$ cat src/rtl/seq_pkg.sv
// Shared definitions for the program sequencer: FSM states and local opcodes.
package seq_pkg;

  localparam int unsigned OPC_W = 3;

  localparam logic [OPC_W-1:0] OPC_JMP  = 3'b110;
  localparam logic [OPC_W-1:0] OPC_HALT = 3'b111;

  typedef enum logic [2:0] {
    S_IDLE,
    S_FETCH,
    S_DECODE,
    S_ISSUE,
    S_EXEC,
    S_PAUSE,
    S_HALTED,
    S_ERROR
  } state_t;

endpackage

$ cat src/rtl/seq_timeout_ctr.sv
// Cycle counter bounding the wait for processor done; flags the final waiting cycle.
module seq_timeout_ctr #(
  parameter int unsigned W     = 4,
  parameter int unsigned LIMIT = 15
) (
  input  logic clk,
  input  logic rst_n,
  input  logic clear,
  input  logic enable,
  output logic hit
);

  logic [W-1:0] cnt_q, cnt_d;

  always_comb begin
    cnt_d = cnt_q;
    if (clear) begin
      cnt_d = '0;
    end else if (enable) begin
      cnt_d = cnt_q + W'(1);
    end
  end

  always_ff @(posedge clk or negedge rst_n) begin
    if (!rst_n) begin
      cnt_q <= '0;
    end else begin
      cnt_q <= cnt_d;
    end
  end

  // Asserted on the cycle whose increment would make LIMIT cycles of waiting.
  assign hit = enable && (cnt_q == W'(LIMIT - 1));

endmodule

$ cat src/rtl/program_sequencer.sv
// Fetches instruction words from a synchronous ROM and feeds them to the processor,
// handling JMP/HALT locally, with free-run and single-step modes.
module program_sequencer #(
  parameter int unsigned AW       = 8,
  parameter int unsigned PROG_LEN = 256,
  parameter int unsigned OPC_LSB  = 13,
  parameter logic [2:0]  OPC_JMP  = seq_pkg::OPC_JMP,
  parameter logic [2:0]  OPC_HALT = seq_pkg::OPC_HALT,
  parameter int unsigned TIMEOUT  = 15
) (
  input  logic          clk_50MHz,
  input  logic          reset_n,
  input  logic          start,
  input  logic          step_mode,
  input  logic          step,
  output logic [AW-1:0] rom_addr,
  input  logic [15:0]   rom_data,
  output logic [15:0]   proc_din,
  output logic          proc_run,
  input  logic          proc_done,
  output logic          busy,
  output logic          halted,
  output logic          err_timeout,
  output logic [AW-1:0] pc,
  output logic [15:0]   instr_count
);

  import seq_pkg::*;

  localparam logic [AW:0] PROG_END = (AW + 1)'(PROG_LEN);

  state_t          state_q, state_d;
  logic [AW-1:0]   pc_q, pc_d;
  logic [15:0]     instr_q, instr_d;
  logic [15:0]     icnt_q, icnt_d;
  logic [OPC_W-1:0] op;
  logic [AW:0]     pc_inc;
  logic [AW:0]     target;
  logic            tmo_clear, tmo_en, tmo_hit;

  assign op     = rom_data[OPC_LSB +: OPC_W];
  // One extra bit lets a single compare catch both pc == PROG_LEN and a wrap to 0.
  assign pc_inc = {1'b0, pc_q} + (AW + 1)'(1);
  assign target = {1'b0, rom_data[AW-1:0]};

  seq_timeout_ctr #(
    .W     (4),
    .LIMIT (TIMEOUT)
  ) u_tmo (
    .clk    (clk_50MHz),
    .rst_n  (reset_n),
    .clear  (tmo_clear),
    .enable (tmo_en),
    .hit    (tmo_hit)
  );

  always_comb begin
    state_d   = state_q;
    pc_d      = pc_q;
    instr_d   = instr_q;
    icnt_d    = icnt_q;
    tmo_clear = 1'b0;
    tmo_en    = 1'b0;
    case (state_q)
      S_IDLE, S_HALTED, S_ERROR: begin
        if (start) begin
          state_d = S_FETCH;
          pc_d    = '0;
          icnt_d  = '0;
        end
      end
      S_FETCH: state_d = S_DECODE;
      S_DECODE: begin
        instr_d = rom_data;
        if (op == OPC_HALT) begin
          state_d = S_HALTED;
        end else if (op == OPC_JMP) begin
          pc_d    = rom_data[AW-1:0];
          state_d = (target >= PROG_END) ? S_HALTED : S_FETCH;
        end else begin
          state_d = S_ISSUE;
        end
      end
      S_ISSUE: begin
        tmo_clear = 1'b1;
        state_d   = S_EXEC;
      end
      S_EXEC: begin
        tmo_en = 1'b1;
        if (proc_done) begin
          icnt_d = (icnt_q == 16'hFFFF) ? icnt_q : icnt_q + 16'd1;
          pc_d   = pc_inc[AW-1:0];
          if (pc_inc == PROG_END)  state_d = S_HALTED;
          else if (step_mode)      state_d = S_PAUSE;
          else                     state_d = S_FETCH;
        end else if (tmo_hit) begin
          state_d = S_ERROR;
        end
      end
      S_PAUSE: begin
        if (step || !step_mode) state_d = S_FETCH;
      end
      default: state_d = S_IDLE;
    endcase
  end

  always_ff @(posedge clk_50MHz or negedge reset_n) begin
    if (!reset_n) begin
      state_q <= S_IDLE;
      pc_q    <= '0;
      instr_q <= '0;
      icnt_q  <= '0;
    end else begin
      state_q <= state_d;
      pc_q    <= pc_d;
      instr_q <= instr_d;
      icnt_q  <= icnt_d;
    end
  end

  assign rom_addr    = pc_q;
  assign pc          = pc_q;
  assign proc_din    = instr_q;
  assign instr_count = icnt_q;
  assign proc_run    = (state_q == S_ISSUE);
  assign halted      = (state_q == S_HALTED);
  assign err_timeout = (state_q == S_ERROR);
  assign busy        = !(state_q inside {S_IDLE, S_HALTED, S_ERROR});

endmodule

$ cat config.mk
export PLATFORM = sky130hd
export DESIGN_NAME = program_sequencer
export DESIGN_NICKNAME = d
export VERILOG_FILES = /design/src/rtl/seq_pkg.sv /design/src/rtl/seq_timeout_ctr.sv /design/src/rtl/program_sequencer.sv
export SDC_FILE = /design/constraint.sdc
export NUM_CORES = 1
export LEC_CHECK = 0
export CAP_MARGIN = 20
export CORE_AREA = 2 2 74 76
export CTS_CLUSTER_SIZE = 8
export DETAILED_ROUTE_END_ITERATION = 8
export DIE_AREA = 0 0 76 78
export PLACE_DENSITY = 0.85
export SLEW_MARGIN = 10
export SYNTH_ARGS = -nofsm -noshare
export SYNTH_HDL_FRONTEND = slang
export SYNTH_HIERARCHICAL = 1
export SYNTH_SLANG_ARGS = --single-unit
$ cat constraint.sdc
create_clock -name clk_50MHz -period 5.9 [get_ports clk_50MHz]
set_input_delay 0.59 -clock clk_50MHz [delete_from_list [all_inputs] [get_ports clk_50MHz]]
set_output_delay 0.59 -clock clk_50MHz [all_outputs]
set_load 0.03 [all_outputs]
==> run_results.csv <==
group,metric,value,unit
global_routing,overflow,0,
floorplanning,die_h,78,um
placement,place_congestion,0.788,
yosys,synth_top_cell_by_area,"dfrtp_1",
layout,diodes,0,
timing,worst_slew_pin_slew,0.900,ns
detailed_routing,route.top_layer_used,"met4",
yosys,syn_area,2610,um2
timing,hold_violations,0,
clock_tree,cts.sinks,47,
timing,fin_crit,3.01,ns
clock_tree,cts_setup_buffers,0,
clock_tree,ctsHtreeMaxLevel,2,
status,status,"finished, final reports clean",
placement,numPortBuffers,73,
detailed_routing,drt-met1-wl,2610,um
yosys,syn-num-nets,327,
power_and_ir_drop,powerDensity,453,nW/um2
yosys,synth_edf_count,0,
detailed_routing,dr_wl_met3,425,um
detailed_routing,wl,5980,um
clock_tree,cts_resized,0,
timing,setup_viol,0,
floorplanning,die_area,5930,um2
yosys,ys_async_sr_fraction,100,%
layout,final_util,67.8,%
layout,layout_common_cells,"clkdlybuf4s50_1, nand2_1, dfrtp_1",
timing,finalMaxSlewViolations,0,
global_routing,track_usage,20.2,%
floorplanning,rows,26,
yosys,synth_warnings,6,
yosys,synth_cell_types,48,
clock_tree,cts_buffers,5,
clock_tree,clk_latency,0.31,ns
detailed_routing,first_pass_iters,5,
flow_run,max-cap-violations,0,
clock_tree,clock_path_buffers,2,
timing,timing.hold.ws,0.198,ns
detailed_routing,initialDrtViolationCount,119,
layout,ff_latch_area,1180,um2
yosys,avgSynthCellArea,8.71,um2
layout,fill_cells,399,
layout,multi_input_area,1300,um2
timing,fin_crit_sh,51.0,%
floorplanning,die_w,76,um
setup_path,crit_fanout,20,
yosys,synth_seq_cells,47,
detailed_routing,viasPerCell,5.61,
placement,dpl.hpwl,4210,um
yosys,ys.flop_type,"dfrtp_1",
yosys,synth_cells,300,
power_and_ir_drop,p_leak,1.44,nW
yosys,synth_top_area_share,45.0,%
timing,clock.fmax,333,MHz
layout,fin_cells,430,
global_routing,grt_max_degree,48,
clock_tree,postCtsHoldBufs,0,
detailed_routing,route.met2.wl,2900,um
setup_path,required,6.13,ns
setup_path,worstSetupPathType,"reg -> reg",
timing,skew,0.00918,ns
layout,drive_gt1_share,5.00,%
clock_tree,cts-root-buf,"clkbuf_8",
placement,dp.cells,421,
timing,maxSlewHeadroom,40.0,%
floorplanning,io_pins,74,
detailed_routing,avgRoutedWirePerCell,13.9,um
detailed_routing,ant_nets,0,
detailed_routing,num_vias,2412,
layout,syn_to_final_growth,30.8,%
power_and_ir_drop,vdd_ir_drop_max,303,uV
floorplanning,coreArea,5040,um2
setup_path,end_kind,"flop",
hold_path,min_path_type,"in -> async",
setup_path,cp-start-kind,"flop",
clock_tree,cts_tree,"done",
layout,nNetsFinal,386,
yosys,ys_seq_area_share,45.0,%
global_routing,grt_pass1_wl,9830,um
yosys,synthTopCellsByArea,"dfrtp_1, nand2_1, nor2_1",
layout,final_common_cell,"clkdlybuf4s50_1",
timing,fin_tns_setup,0,ns
setup_path,cp.arrival,3.23,ns
detailed_routing,drc,0,
global_routing,antenna_found_initial,0,
clock_tree,clk_pin_slew_worst_paths,0.09,ns
timing,rsz0062_at_grt,"false",
floorplanning,start_util,51.8,%
global_routing,grt_pass1_vias,2149,
==> critical path, stage by stage, from the launching register on <==
cell,delay (ns)
dfrtp_1,0.69
or3b_1,0.59
clkinv_1,0.50
and4_1,0.36
nor2_1,0.08
a21oi_1,0.09
o31ai_1,0.30
a2111oi_0,0.13
nor3_1,0.19
==> kinds of logic after synthesis <==
family	after synthesis	synth area share [%]
simple gates	151	27.7
compound gates	57	14.1
flops	47	45.0
buf+inv	25	5.32
xor+xnor	11	3.69
fa+ha+maj	5	2.39
mux	4	1.77
==> metal layers <==
layer / global-route usage, % / vias to the layer above
met5: 0 / -
met3: 5.47 / 5
met4: 4.00 / 0
li1: - / 1163
met2: 33.8 / 86
met1: 26.5 / 1158
==> flip-flops by register name, indices dropped and copies added, names as in the netlist <==
name	flops
instr_count	16
proc_din	16
state_q	3
u_tmo/cnt_q	4
pc	8
==> per-stage QoR <==
stage	power, W	instance area (um2)	worst slack (ns)
finish	0.00155	3420	2.89
global route	0.00164	3420	2.62
CTS	0.00155	3400	2.93
detailed placement	0.00134	3300	2.99
global placement	0.00132	3300	3.10
floorplan	0.00106	2610	3.73
==> cells in the mapped netlist, drive strengths merged (2+ instances only) <==
master and n:
nand2 66, o21ai 20, a21oi 13, nor2 29
o211ai 2, or4 3, o31ai 5, xnor2 9
o31a 2, a31oi 2, or3b 2, and4 4
buf 10, dfrtp 47, nand3 10, ha 5
inv 2, nor3 9, and3 5, nand4 6
nor3b 2, nor4 5, mux2i 2, xor2 2
a41oi 2, mux2 2, a22oi 4, clkbuf 12
a211oi 3, and2 3, nor2b 2
==> final timing paths <==
path                                   from        endpoint  slack, ns  cells past startpoint
worst max-delay path             state_q[1]      state_q[2]       2.89                      8
worst min-delay path                reset_n  instr_count[6]       0.20                      1
worst max register to register   state_q[1]      state_q[2]       2.89                      8
worst min register to register  proc_din[1]     proc_din[1]       0.49                      2
max in group asynchronous           reset_n      state_q[1]       5.21                      2
min in group clk_50MHz          proc_din[1]     proc_din[1]       0.49                      2
==> layout make-up <==
| cell class | instances | share of cell area (%) |
|---|---|---|
| inverter | 3 | 0.330 |
| sequential | 47 | 34.4 |
| timing repair buffer | 74 | 21.8 |
| multi-input combinational | 228 | 38.0 |
| clock inverter | 2 | 0.476 |
| tap | 70 | 2.56 |
| clock buffer | 6 | 2.42 |
==> where the power goes <==
part	internal (W)	leakage, nW	switching, W
clock	0.0000957	0.0474	0.000113
sequential	0.000419	0.621	0.000126
combinational	0.000313	0.772	0.000480
Note: power is estimated with default switching activity, not from simulation.
